### config.mk
export PLATFORM = sky130hd
export DESIGN_NAME = controle_multiciclo_param
export DESIGN_NICKNAME = d
export VERILOG_FILES = /design/src/rtl/controle_multiciclo_param.sv
export SDC_FILE = /design/constraint.sdc
export NUM_CORES = 1
export LEC_CHECK = 0
export ABC_AREA = 1
export CAP_MARGIN = 20
export CORE_MARGIN = 5
export CORE_UTILIZATION = 43
export DETAILED_ROUTE_END_ITERATION = 6
export GPL_TIMING_DRIVEN = 0
export PLACE_DENSITY = 0.88
export SETUP_SLACK_MARGIN = 0.2
export SLEW_MARGIN = 5
export SYNTH_ARGS = -nofsm -noshare
export SYNTH_HDL_FRONTEND = slang
export SYNTH_SLANG_ARGS = --single-unit
### constraint.sdc
create_clock -name clock -period 1.45 [get_ports clock]
set_input_delay 0.29 -clock clock [delete_from_list [all_inputs] [get_ports clock]]
set_output_delay 0.29 -clock clock [all_outputs]
set_load 0.1 [all_outputs]
### src/rtl/controle_multiciclo_param.sv
// ----------------------------------------------------------------------------
// controle_multiciclo_param
//
// Multicycle MIPS control unit. A Moore-style FSM sequences the shared
// datapath (PC, IR, MDR, ALUOut, register file, memory, EPC) through fetch,
// a parametrised memory wait, decode and the per-instruction execute states.
// Every control output is a combinational decode of the current state; the
// only input-dependent outputs are the overflow write-kill in R_WRITE and
// ADDI_WRITE, and the final-count MDR write in LOAD_WAIT.
//
// Build option:
//   CTRL_EXCEPTION_EN  when defined, invalid opcodes and add/sub/addi overflow
//                      trap to EXC (EPC write, jump to exception vector).
//                      When undefined, EXC is unreachable, EscreveEPC/Causa
//                      are 0, invalid opcodes act as NOP and Overflow is
//                      ignored.
//
// Parameters:
//   MEM_WAIT        wait cycles after each memory read (1..15)
//   EXC_VECTOR_SEL  OrigPC code that selects the exception vector
//
// Ports:
//   clock, reset       clock; asynchronous active-high reset
//   OPcode, funct      IR[31:26], IR[5:0]
//   Overflow           ALU overflow flag
//   EscreveMem         memory write enable
//   EscrevePC          unconditional PC write
//   EscrevePCCondEQ/NE conditional PC write on zero / not zero
//   OrigPC             PC source select
//   RegDst             register destination select
//   EscreveReg         register file write enable
//   MemparaReg         register write-data select
//   IouD               memory address select
//   EscreveIR/MDR/AluOut/EPC  register write enables
//   OrigAALU, OrigBALU ALU operand selects
//   OpALU              ALU operation class
//   Causa              exception cause (0 invalid opcode, 1 overflow)
//   State              current state code
// ----------------------------------------------------------------------------
module controle_multiciclo_param #(
    parameter int unsigned MEM_WAIT       = 1,
    parameter logic [1:0]  EXC_VECTOR_SEL = 2'b11
) (
    input  logic       clock,
    input  logic       reset,
    input  logic [5:0] OPcode,
    input  logic [5:0] funct,
    input  logic       Overflow,
    output logic       EscreveMem,
    output logic       EscrevePC,
    output logic       EscrevePCCondEQ,
    output logic       EscrevePCCondNE,
    output logic [1:0] OrigPC,
    output logic [1:0] RegDst,
    output logic       EscreveReg,
    output logic [1:0] MemparaReg,
    output logic       IouD,
    output logic       EscreveIR,
    output logic       EscreveMDR,
    output logic       EscreveAluOut,
    output logic       OrigAALU,
    output logic [1:0] OrigBALU,
    output logic [1:0] OpALU,
    output logic       EscreveEPC,
    output logic       Causa,
    output logic [5:0] State
);

`ifdef CTRL_EXCEPTION_EN
    localparam bit ExcEn = 1'b1;
`else
    localparam bit ExcEn = 1'b0;
`endif

    typedef enum logic [5:0] {
        StReset     = 6'd0,
        StFetch     = 6'd1,
        StWait      = 6'd2,
        StIrWrite   = 6'd3,
        StDecode    = 6'd4,
        StRExec     = 6'd5,
        StRWrite    = 6'd6,
        StAddr      = 6'd7,
        StLoadRd    = 6'd8,
        StLoadWait  = 6'd9,
        StLoadWb    = 6'd10,
        StStore     = 6'd11,
        StBeq       = 6'd12,
        StBne       = 6'd13,
        StLui       = 6'd14,
        StJump      = 6'd15,
        StJal       = 6'd16,
        StJr        = 6'd17,
        StAddiExec  = 6'd18,
        StAddiWrite = 6'd19,
        StNop       = 6'd20,
        StBreak     = 6'd21,
        StExc       = 6'd22
    } state_e;

    localparam logic [5:0] OpRType = 6'h00;
    localparam logic [5:0] OpJ     = 6'h02;
    localparam logic [5:0] OpJal   = 6'h03;
    localparam logic [5:0] OpBeq   = 6'h04;
    localparam logic [5:0] OpBne   = 6'h05;
    localparam logic [5:0] OpAddi  = 6'h08;
    localparam logic [5:0] OpLui   = 6'h0F;
    localparam logic [5:0] OpLw    = 6'h23;
    localparam logic [5:0] OpSw    = 6'h2B;

    localparam logic [5:0] FnNop   = 6'h00;
    localparam logic [5:0] FnJr    = 6'h08;
    localparam logic [5:0] FnBreak = 6'h0D;
    localparam logic [5:0] FnAdd   = 6'h20;
    localparam logic [5:0] FnSub   = 6'h22;

    // Counter reload so that a wait phase spans exactly MEM_WAIT cycles
    // (the exit happens in the cycle the counter reads zero).
    localparam logic [3:0] WaitLoad = 4'(MEM_WAIT - 32'd1);

    state_e     state_q, state_d;
    logic [3:0] cnt_q, cnt_d;
    logic       cause_q, cause_d;
    logic       ovf_trap;

    // Overflow only traps the signed add/sub forms; addu/subu-style functs
    // and logical ops write back regardless.
    always_comb begin
        ovf_trap = 1'b0;
        if (ExcEn && Overflow) begin
            if (state_q == StRWrite && (funct == FnAdd || funct == FnSub)) begin
                ovf_trap = 1'b1;
            end else if (state_q == StAddiWrite) begin
                ovf_trap = 1'b1;
            end
        end
    end

    // ------------------------------------------------------------------
    // Next-state logic
    // ------------------------------------------------------------------
    always_comb begin
        state_d = state_q;
        cnt_d   = cnt_q;
        cause_d = cause_q;
        unique case (state_q)
            StReset: begin
                state_d = StFetch;
            end
            StFetch: begin
                state_d = StWait;
                cnt_d   = WaitLoad;
            end
            StWait: begin
                if (cnt_q == 4'd0) begin
                    state_d = StIrWrite;
                end else begin
                    cnt_d = cnt_q - 4'd1;
                end
            end
            StIrWrite: begin
                state_d = StDecode;
            end
            StDecode: begin
                unique case (OPcode)
                    OpRType: begin
                        unique case (funct)
                            FnBreak: state_d = StBreak;
                            FnNop:   state_d = StNop;
                            FnJr:    state_d = StJr;
                            default: state_d = StRExec;
                        endcase
                    end
                    OpJ:          state_d = StJump;
                    OpJal:        state_d = StJal;
                    OpBeq:        state_d = StBeq;
                    OpBne:        state_d = StBne;
                    OpAddi:       state_d = StAddiExec;
                    OpLui:        state_d = StLui;
                    OpLw, OpSw:   state_d = StAddr;
                    default: begin
                        if (ExcEn) begin
                            state_d = StExc;
                            cause_d = 1'b0;
                        end else begin
                            state_d = StNop;
                        end
                    end
                endcase
            end
            StRExec: begin
                state_d = StRWrite;
            end
            StAddiExec: begin
                state_d = StAddiWrite;
            end
            StRWrite, StAddiWrite: begin
                if (ovf_trap) begin
                    state_d = StExc;
                    cause_d = 1'b1;
                end else begin
                    state_d = StFetch;
                end
            end
            StAddr: begin
                // Dispatch on the opcode only: funct bits of an I-type word
                // are immediate data and must not steer the load/store choice.
                if (OPcode == OpLw) begin
                    state_d = StLoadRd;
                end else if (OPcode == OpSw) begin
                    state_d = StStore;
                end else begin
                    state_d = StFetch;
                end
            end
            StLoadRd: begin
                state_d = StLoadWait;
                cnt_d   = WaitLoad;
            end
            StLoadWait: begin
                if (cnt_q == 4'd0) begin
                    state_d = StLoadWb;
                end else begin
                    cnt_d = cnt_q - 4'd1;
                end
            end
            StBreak: begin
                state_d = StBreak;
            end
            default: begin
                // LoadWb, Store, branches, jumps, Lui, Nop, Exc and any
                // unencoded value all return to fetch.
                state_d = StFetch;
            end
        endcase
    end

    always_ff @(posedge clock or posedge reset) begin
        if (reset) begin
            state_q <= StReset;
            cnt_q   <= 4'd0;
            cause_q <= 1'b0;
        end else begin
            state_q <= state_d;
            cnt_q   <= cnt_d;
            cause_q <= cause_d;
        end
    end

    // ------------------------------------------------------------------
    // Output decode
    // ------------------------------------------------------------------
    always_comb begin
        EscreveMem      = 1'b0;
        EscrevePC       = 1'b0;
        EscrevePCCondEQ = 1'b0;
        EscrevePCCondNE = 1'b0;
        OrigPC          = 2'b00;
        RegDst          = 2'b00;
        EscreveReg      = 1'b0;
        MemparaReg      = 2'b00;
        IouD            = 1'b0;
        EscreveIR       = 1'b0;
        EscreveMDR      = 1'b0;
        EscreveAluOut   = 1'b0;
        OrigAALU        = 1'b0;
        OrigBALU        = 2'b00;
        OpALU           = 2'b00;
        EscreveEPC      = 1'b0;
        Causa           = 1'b0;
        unique case (state_q)
            StFetch: begin
                // PC <= PC + 4 while the instruction read is issued.
                EscrevePC = 1'b1;
                OrigBALU  = 2'b01;
            end
            StIrWrite: begin
                EscreveIR = 1'b1;
            end
            StDecode: begin
                // Speculative branch target into ALUOut.
                OrigBALU      = 2'b11;
                EscreveAluOut = 1'b1;
            end
            StRExec: begin
                OrigAALU      = 1'b1;
                OpALU         = 2'b10;
                EscreveAluOut = 1'b1;
            end
            StRWrite: begin
                RegDst     = 2'b01;
                EscreveReg = !ovf_trap;
            end
            StAddiExec, StAddr: begin
                OrigAALU      = 1'b1;
                OrigBALU      = 2'b10;
                EscreveAluOut = 1'b1;
            end
            StAddiWrite: begin
                EscreveReg = !ovf_trap;
            end
            StLoadRd: begin
                IouD = 1'b1;
            end
            StLoadWait: begin
                IouD       = 1'b1;
                EscreveMDR = (cnt_q == 4'd0);
            end
            StLoadWb: begin
                MemparaReg = 2'b01;
                EscreveReg = 1'b1;
            end
            StStore: begin
                IouD       = 1'b1;
                EscreveMem = 1'b1;
            end
            StBeq: begin
                OrigAALU        = 1'b1;
                OpALU           = 2'b01;
                EscrevePCCondEQ = 1'b1;
                OrigPC          = 2'b01;
            end
            StBne: begin
                OrigAALU        = 1'b1;
                OpALU           = 2'b01;
                EscrevePCCondNE = 1'b1;
                OrigPC          = 2'b01;
            end
            StLui: begin
                MemparaReg = 2'b10;
                EscreveReg = 1'b1;
            end
            StJump: begin
                OrigPC    = 2'b10;
                EscrevePC = 1'b1;
            end
            StJal: begin
                RegDst     = 2'b10;
                MemparaReg = 2'b11;
                EscreveReg = 1'b1;
                OrigPC     = 2'b10;
                EscrevePC  = 1'b1;
            end
            StJr: begin
                // rs + $0 passes A straight through the adder.
                OrigAALU  = 1'b1;
                EscrevePC = 1'b1;
            end
            StExc: begin
                if (ExcEn) begin
                    // ALU computes PC-4, the address of the faulting word.
                    OrigBALU   = 2'b01;
                    OpALU      = 2'b01;
                    EscreveEPC = 1'b1;
                    EscrevePC  = 1'b1;
                    OrigPC     = EXC_VECTOR_SEL;
                    Causa      = cause_q;
                end
            end
            default: begin
                // Reset, Wait, Nop, Break: nothing asserted.
            end
        endcase
    end

    assign State = state_q;

endmodule

==> summary.txt, run 1 <==
CTS
  – Number of setup buffers added after CTS: 25
  – Number of gates resized after CTS: 257
  – Cts-stage hold buffer count: 0
  – Maximum level of the CTS H-tree: 1
  – Clock sink total: 9
  – Number of buffers added by the clock tree synthesis step: 3
  – Clk Tree Root Cell: sky130_fd_sc_hd__clkbuf_4
  – Maximum clock path buffer count: 2

Place
  – Cell area after placement: roughly 1800 sq um
  – Minimum setup slack after placement: -1510 ps
  – Half-perimeter wire length after placement: roughly 2.8 mm
  – Placer Congestion: 0.900
  – # port buffers: 38

Outcome
  – Step where the flow halted: clock tree synthesis
  – Status: aborted with a tool error
  – Log Error: [ERROR DPL-0033] detailed placement checks failed during check placement.

Floorplanning
  – Count of standard-cell rows: 18
  – Die Y-Extent: between 50 and 60 microns
  – Number of top-level design ports: 43
  – Starting Density: around 44%
  – Die width: around 59 microns

Logic synthesis
  – Proportion of synthesized chip area in sequential cells: between 20% and 30%
  – Post-synth design cell area: between 1000 and 1500 sq um
  – Number of cells produced by synthesis: 185
  – Yosys warns: 0
  – Synth Register Bits: 9
  – Post-synthesis cell type count: 27
  – Average instance area after synthesis: around 5.7 sq um
logic make-up after synthesis:
group	synth area share, %
buffers and inverters	15.3
other	0.356
XOR/XNOR	1.66
adder cells (fa/ha/maj)	1.19
AND/OR/NAND/NOR	53.4
flip-flops	21.4
AO/OA/AOI/OAI	6.65
stage by stage:
stage	util (%)	hold WS [ps]	instances	TNS [ps]
2_1_floorplan	-	118	187	-15150
3_3_place_gp	74.7	463	255	-25580
3_5_place_dp	74.7	467	255	-26700
cells in the mapped netlist (all sizes together):
| cell | number | area, sq um |
|---|---|---|
| ha | 1 | 12.5 |
| o2111ai | 1 | 8.76 |
| nand4 | 3 | 18.8 |
| nand3 | 26 | 140 |
| nor3 | 3 | 15.0 |
| nor4 | 2 | 12.5 |
| xor2 | 1 | 8.76 |
| a21oi | 2 | 10.0 |
| xnor2 | 1 | 8.76 |
| nand2 | 52 | 215 |
| buf | 4 | 30.0 |
| inv | 35 | 131 |
| a21boi | 1 | 7.51 |
| o21ai | 5 | 25.0 |
| dfrtp | 9 | 225 |
| conb | 1 | 3.75 |
| nand3b | 2 | 15.0 |
| nor2 | 33 | 146 |
| o22ai | 2 | 12.5 |
| a31oi | 1 | 6.26 |
==> inputs of run 2 (changes only) <==
Settings changed: CORE_AREA set to 5 5 66 68, CORE_MARGIN 5 to unset, CORE_UTILIZATION 43 to unset, DIE_AREA set to 0 0 71 73, PLACE_DENSITY 0.88 to unset, PLACE_DENSITY_LB_ADDON set to 0.15, SETUP_SLACK_MARGIN 0.2 to unset.
==> summary.txt, run 2 <==
Outcome
  – Status: complete, but fails checks
  – Violations in the final reports: negative setup slack

Timing
  – Total negative slack: -9520 ps
  – Portion of the clock cycle consumed by the worst path in the final layout: 135%
  – Max Fclk: 0.509 GHz
  – Post-layout min period: between 1500 and 2000 ps
  – Unrepaired setup endpoints after global routing: true
  – Worst Clk Skew: roughly 3.0 ps
  – Worst Slack Setup Final: -515 ps
  – Final slew viol count: 0
  – Setup Viol. Count Final: 28
  – Endpoints failing hold: 0

Route
  – Violation count after the first detailed-routing iteration: 44
  – Total Routed Length: between 4 and 5 mm
  – Number of vias in the routed layout: about 1400
  – Detailed-route vias per instance: around 4.6
  – Count of unresolved DRC violations after routing: 0
  – Count of antenna-violating nets left after detailed routing: 0
  – Routed len/inst: around 13 microns
  – First drt pass iteration count: 4

Global route
  – GRT Residual Overflow: 0
  – First-pass GRT wire length: between 6 and 7 mm
  – Via count of the first global-routing pass: between 1000 and 1500
  – Antenna violations before repair: 0
  – Total GRT Usage: 14.3%
  – Largest net degree at the start of global routing: 10

Cells and area
  – Filler-free cell count of the finished design: 313
  – Top library cells by usage in the layout, fill and taps aside: sky130_fd_sc_hd__nand2_1 (33), sky130_fd_sc_hd__buf_4 (26), sky130_fd_sc_hd__buf_12 (25)
  – Area delta synth->final: 150%
  – Share of cells above drive strength 1: between 50% and 60%
  – Most frequent standard cell in the layout excluding fill and tap cells: sky130_fd_sc_hd__nand2_1
  – Net count, final: between 200 and 300
  – Number of diodes: 0
  – Flip-flop count of the largest register after layout: 5

Logic synthesis
  – Multiplexer area fraction after synthesis: 0% (unchanged)
  – Dominant combinational cell family by area after synthesis: simple AND/OR/NAND/NOR gates
  – Most used DFF post-synth: sky130_fd_sc_hd__dfrtp_1
  – Number of flops mapped to enable cells by yosys: 0 (unchanged)
  – Parity-gate share of the synthesized area counting xor and xnor cells: 1.66% (unchanged)
  – Largest cells by area after synthesis: sky130_fd_sc_hd__dfrtp_1 (21%), sky130_fd_sc_hd__nand2_1 (17%), sky130_fd_sc_hd__nand3_1 (11%)
  – Leading post-synthesis cells by instance count: sky130_fd_sc_hd__nand2_1 (48), sky130_fd_sc_hd__inv_1 (31), sky130_fd_sc_hd__nor2_1 (28), sky130_fd_sc_hd__nand3_1 (24), sky130_fd_sc_hd__dfrtp_1 (9)
  – Most frequent cell after synthesis: sky130_fd_sc_hd__nand2_1
  – Number of cells produced by synthesis: 185 (unchanged)
  – Yosys warns: 0 (unchanged)
  – Post-synthesis cell type count: 27 (unchanged)
  – Average instance area after synthesis: 5.69 sq um (unchanged)
  – Portion of synthesized cell area occupied by the leading cell type: 21.4% (unchanged)
  – Adder-cell share of the synthesized area: 1.19% (unchanged)
  – Proportion of register bits with asynchronous set or reset after synthesis: 100% (unchanged)
  – Synth Register Bits: 9 (unchanged)
  – Top cell type by total area after synthesis: sky130_fd_sc_hd__dfrtp_1
  – Post-synthesis share of cell area spent on and, or, nand and nor gates: 53.4% (unchanged)
  – Compound-gate portion of the synthesized area: 6.65% (unchanged)
  – Post-synth design cell area: 1050 sq um (unchanged)
  – Proportion of synthesized chip area in sequential cells: 21.4% (unchanged)

CTS
  – Clk Tree Root Cell: sky130_fd_sc_hd__clkbuf_8
  – Cts-stage hold buffer count: 0 (unchanged)
  – Worst-path clk slew: 40 ps
  – Number of buffers added by the clock tree synthesis step: 3 (unchanged)
  – Maximum clock path buffer count: 2 (unchanged)
  – Maximum level of the CTS H-tree: 1 (unchanged)
  – Insertion delay of the later-clocked pin in the worst-skew pair: between 200 and 250 ps
  – Clock sink total: 9 (unchanged)
  – CTS tree: yes

Place
  – # port buffers: 38 (unchanged)
  – Half-perimeter wire length after placement: 2.49 mm (-11%)
  – Placer Congestion: 0.807 (-10%)
  – Dpl cells: 275 (+7.8%)

Worst setup path
  – Endpoint arrival time on the critical path: about 1700 ps
  – Worst Setup Path Type: reg2out
  – Slowest cell on crit path: sky130_fd_sc_hd__dfrtp_4
  – Delay of the slowest cell on the worst path: 410 ps
  – Cell chain of the critical path: buf_12 > inv_6 > nor2_4 > nand2_4 > nor3_4 > a31oi_1 > nand3b_1 > buf_12
  – Worst setup EP type: output port
  – Cell depth of the worst flop-to-flop path: 12
  – Most used cell, CP: sky130_fd_sc_hd__buf_12
  – Kind of start point of the critical path: flip-flop
  – Buf+Inv Stages, Crit Path: 3
  – Top fanout value on the critical path: 8
  – Number of cells on the critical path: 8
  – Required time of the critical path: roughly 1200 ps
  – Kind of cell adding the most delay to the critical path: simple AND/OR/NAND/NOR gates

Floorplanning
  – Count of standard-cell rows: 23 (+5)
  – Placeable core region: approximately 3800 sq um
  – Die width: 71 microns (+19%)
  – Die footprint: just over 5000 sq um
  – Starting Density: 27.7% (-16 points)
  – Die Y-Extent: 73 microns (+23%)
  – Number of top-level design ports: 43 (unchanged)

Power and ir drop
  – Total power per unit cell area: between 2000 and 2500 nW/um^2
  – Highest ir drop seen on vdd: ~1.1 mV
  – Post-layout total power: 6090 uW
  – LEAKAGE: about 0.0012 uW

Run
  – Max Cap Viol: 0

Worst hold path
  – Worst min-delay path class: in2async
[run 2: cells by family (layout without fill, tap and decap cells)]
kind of cell | count (synthesis) | after routing
XOR/XNOR | 2 | 2
AND/OR/NAND/NOR | 121 | 121
adder cells (fa/ha/maj) | 1 | 1
other | 1 | 3
flip-flops | 9 | 9
buffers and inverters | 39 | 115
AO/OA/AOI/OAI | 12 | 12
[run 2: per-layer routing]
layer | track usage, % | part of all wire (%) | vias up
li1 | - | - | 742
met1 | 15.5 | 39 | 656
met2 | 28.6 | 56 | 38
met3 | 3.58 | 4.6 | 6
met4 | 1.25 | 0.80 | 0
met5 | 0 | 0 | -
[run 2: power by group]
| group | switching [uW] | internal, uW |
|---|---|---|
| Sequential | 177 | 387 |
| Clock | 93.8 | 191 |
| Combinational | 3260 | 1980 |
| Total | 3540 | 2550 |
[run 2: worst register-to-register path: cells and delay by family, from the launching register on]
kind / cells / cell delay [ps]
buffers and inverters: 5 / 550
flip-flops: 1 / 530
AND/OR/NAND/NOR: 7 / 510
[run 2: per-stage QoR]
step	utilization (%)	cell area, sq um	worst slack, ps	hold WS (ps)
after floorplan	-	1380	-1560	118
after global placement	48.1	1830	-1530	466
after detailed placement	48.1	1830	-1510	468
after CTS	60.0	2280	-519	331
after global routing	69.5	2640	-597	356
final	69.5	2640	-515	321
[run 2: worst paths after layout]
kind | from | slack, ps | to
max | State[1] | -510 | EscreveReg
min | reset | 320 | cnt_q[3]
max reg2reg | State[0] | -270 | State[0]
min reg2reg | cnt_q[0] | 490 | cnt_q[0]
max in group asynchronous | reset | 840 | State[4]
min in group clock | cnt_q[0] | 490 | cnt_q[0]
[run 2: what timing repair did]
action	in CTS	in global routing
pin swaps	12	16
setup buffers	19	16
endpoints found under the setup margin	34	31
cloned	0	0
resized for setup	214	63
[run 2: area by class of cell]
type | count | area, sq um
buffer | 4 | 42.5
clock buffer | 4 | 45.0
fill | 281 | 1160
inverter | 35 | 185
multi-input combinational | 139 | 1130
sequential | 9 | 244
tap | 50 | 62.6
timing repair buffer | 72 | 928
(Power assumes the default switching activity.)
==> inputs of run 3 (changes only) <==
Settings changed: MAX_ROUTING_LAYER set to met4.
==> summary.txt, run 3 (same netlist as run 2, synthesis figures left out) <==
Worst setup path
  – Kind of cell adding the most delay to the critical path: simple AND/OR/NAND/NOR gates
  – Cell chain of the critical path: nor2_4 > inv_2 > nor2_4 > nand2_8 > o21ai_4 > nand3b_1 > buf_12
  – Endpoint arrival time on the critical path: 1680 ps (about the same)
  – Worst Setup Path Type: reg2out
  – Most used cell, CP: sky130_fd_sc_hd__nor2_4
  – Worst setup EP type: output port
  – Delay of the slowest cell on the worst path: 520 ps (+110 ps)
  – Slowest cell on crit path: sky130_fd_sc_hd__dfrtp_4
  – Buf+Inv Stages, Crit Path: 2 (-1)
  – Top fanout value on the critical path: 4 (-4)
  – Kind of start point of the critical path: flip-flop
  – Cell depth of the worst flop-to-flop path: 12 (unchanged)
  – Number of cells on the critical path: 7 (-1)
  – Required time of the critical path: 1160 ps (about the same)

Global route
  – Antenna violations before repair: 0 (unchanged)
  – GRT Residual Overflow: 0 (unchanged)
  – Largest net degree at the start of global routing: 10 (unchanged)
  – First-pass GRT wire length: 6.15 mm (+0.21%)
  – Via count of the first global-routing pass: 1394 (-0.36%)
  – Total GRT Usage: 14.7% (+0.45 points)

Run
  – Max Cap Viol: 0 (unchanged)

CTS
  – Maximum level of the CTS H-tree: 1 (unchanged)
  – Clk Tree Root Cell: sky130_fd_sc_hd__clkbuf_8
  – Number of buffers added by the clock tree synthesis step: 3 (unchanged)
  – Cts-stage hold buffer count: 0 (unchanged)
  – CTS tree: yes
  – Clock sink total: 9 (unchanged)
  – Maximum clock path buffer count: 2 (unchanged)
  – Worst-path clk slew: 40 ps (about the same)
  – Insertion delay of the later-clocked pin in the worst-skew pair: 230 ps (about the same)

Place
  – Cell area after placement: 1830 sq um (unchanged)
  – Dpl cells: 275 (unchanged)
  – Placer Congestion: 0.819 (+1.4%)
  – # port buffers: 38 (unchanged)
  – Half-perimeter wire length after placement: 2.49 mm (unchanged)

Route
  – Count of antenna-violating nets left after detailed routing: 0 (unchanged)
  – Count of unresolved DRC violations after routing: 0 (unchanged)
  – Total Routed Length: 4.13 mm (+2.7%)
  – Routed len/inst: 13.3 microns (+3.1%)
  – Detailed-route vias per instance: 4.65 (+0.88%)
  – First drt pass iteration count: 4 (unchanged)
  – Number of vias in the routed layout: 1450 (+0.55%)
  – Violation count after the first detailed-routing iteration: 40 (-9.1%)

Floorplanning
  – Die footprint: 5180 sq um (unchanged)
  – Starting Density: 27.7% (unchanged)
  – Die Y-Extent: 73 microns (unchanged)
  – Die width: 71 microns (unchanged)
  – Number of top-level design ports: 43 (unchanged)
  – Placeable core region: 3800 sq um (unchanged)
  – Count of standard-cell rows: 23 (unchanged)

Cells and area
  – Finished Core Util: 69.4% (about the same)
  – Flip-flop count of the largest register after layout: 5 (unchanged)
  – Area delta synth->final: 150% (about the same)
  – Number of diodes: 0 (unchanged)
  – Most frequent standard cell in the layout excluding fill and tap cells: sky130_fd_sc_hd__nand2_1
  – Number of fill cells: 279 (-0.71%)
  – Share of cells above drive strength 1: 54.6% (+0.21 points)
  – Net count, final: 279 (-0.36%)
  – Area of all placed cells without fillers: 2640 sq um (about the same)
  – Filler-free cell count of the finished design: 312 (-0.32%)
  – Top library cells by usage in the layout, fill and taps aside: sky130_fd_sc_hd__nand2_1 (32), sky130_fd_sc_hd__buf_12 (25), sky130_fd_sc_hd__buf_4 (25)

Timing
  – Max Fclk: 0.508 GHz (-0.28%)
  – Endpoints failing hold: 0 (unchanged)
  – Total negative slack: -9710 ps (-193 ps)
  – Unrepaired setup endpoints after global routing: true
  – Final slew viol count: 0 (unchanged)
  – Worst Clk Skew: 1.91 ps (-1.10 ps)
  – Setup Viol. Count Final: 28 (unchanged)
  – Worst Slack Setup Final: -520 ps (-5.49 ps)
  – Post-layout min period: 1970 ps (+5.49 ps)
  – Portion of the clock cycle consumed by the worst path in the final layout: 136% (+0.38 points)

Outcome
  – Status: complete, but fails checks
  – Violations in the final reports: negative setup slack

Power and ir drop
  – Highest ir drop seen on vdd: 1.10 mV (+0.21%)
  – LEAKAGE: 0.00123 uW (about the same)
  – Post-layout total power: 6120 uW (+0.55%)
  – Total power per unit cell area: 2320 nW/um^2 (+0.65%)

Worst hold path
  – Worst min-delay path class: in2async
run 3: cell count changes in the layout (fill, tap and decap cells not counted):
cell and delta:
sky130_fd_sc_hd__nand2_1 -1, sky130_fd_sc_hd__nand3_2 +1, sky130_fd_sc_hd__nand3_1 -1, sky130_fd_sc_hd__nor2_1 +1
sky130_fd_sc_hd__nor2_2 -1, sky130_fd_sc_hd__buf_4 -1, sky130_fd_sc_hd__nand2_2 +1
run 3: worst paths after layout:
| check | startpoint | to | slack (ps) |
|---|---|---|---|
| setup / recovery | State[3] | EscreveReg | -520 |
| hold / removal | reset | cnt_q[3] | 320 |
| setup reg to reg | State[0] | State[0] | -280 |
| hold reg to reg | cnt_q[0] | cnt_q[0] | 490 |
| max in group asynchronous | reset | State[4] | 830 |
| min in group clock | cnt_q[0] | cnt_q[0] | 490 |
run 3: final cells by class:
| class | instances | area, sq um | share of cell area, % |
|---|---|---|---|
| flip-flops and latches | 9 | 244 | 9.25 |
| multi-input cells | 139 | 1140 | 43.1 |
| clock buffers | 4 | 45.0 | 1.71 |
| plain buffers | 4 | 42.5 | 1.61 |
| well taps | 50 | 62.6 | 2.37 |
| repair buffers | 71 | 921 | 34.9 |
| inverters | 35 | 185 | 7.02 |
run 3: worst reg2reg max path: stages, from the launching register on:
cell and delay, ps:
sky130_fd_sc_hd__dfrtp_4 540, sky130_fd_sc_hd__buf_6 150, sky130_fd_sc_hd__inv_6 60, sky130_fd_sc_hd__nor2_4 50, sky130_fd_sc_hd__buf_6 110, sky130_fd_sc_hd__buf_6 110, sky130_fd_sc_hd__nand2_4 70, sky130_fd_sc_hd__buf_6 120
sky130_fd_sc_hd__nand2_8 70, sky130_fd_sc_hd__nand2_8 90, sky130_fd_sc_hd__nand2_1 60, sky130_fd_sc_hd__nor2_1 110, sky130_fd_sc_hd__nor2_1 70
run 3: what timing repair did:
| action | 4_1_cts | 5_1_grt |
|---|---|---|
| endpoints found under the setup margin | 34 | 31 |
| pin swaps | 12 | 16 |
| setup buffers | 19 | 15 |
| gates cloned | 0 | 0 |
| resized for setup | 214 | 64 |
run 3: routing by layer:
layer | part of all wire, % | routed length (microns) | global-route usage (%) | vias up
li1 | - | - | - | 738
met1 | 39 | 1590 | 15.9 | 665
met2 | 56 | 2340 | 28.5 | 41
met3 | 4.2 | 173 | 3.17 | 6
met4 | 0.75 | 31 | 1.25 | 0
met5 | 0 | 0 | - | -
run 3: stage by stage:
step	hold WS (ps)	worst slack (ps)
finish	323	-520
global route	355	-602
CTS	331	-519
detailed placement	468	-1510
global placement	466	-1530
floorplan	118	-1560
run 3: where the power goes:
group | internal, uW | switching [uW]
Combinational | 1980 | 3290
Sequential | 388 | 181
Clock | 191 | 93.6
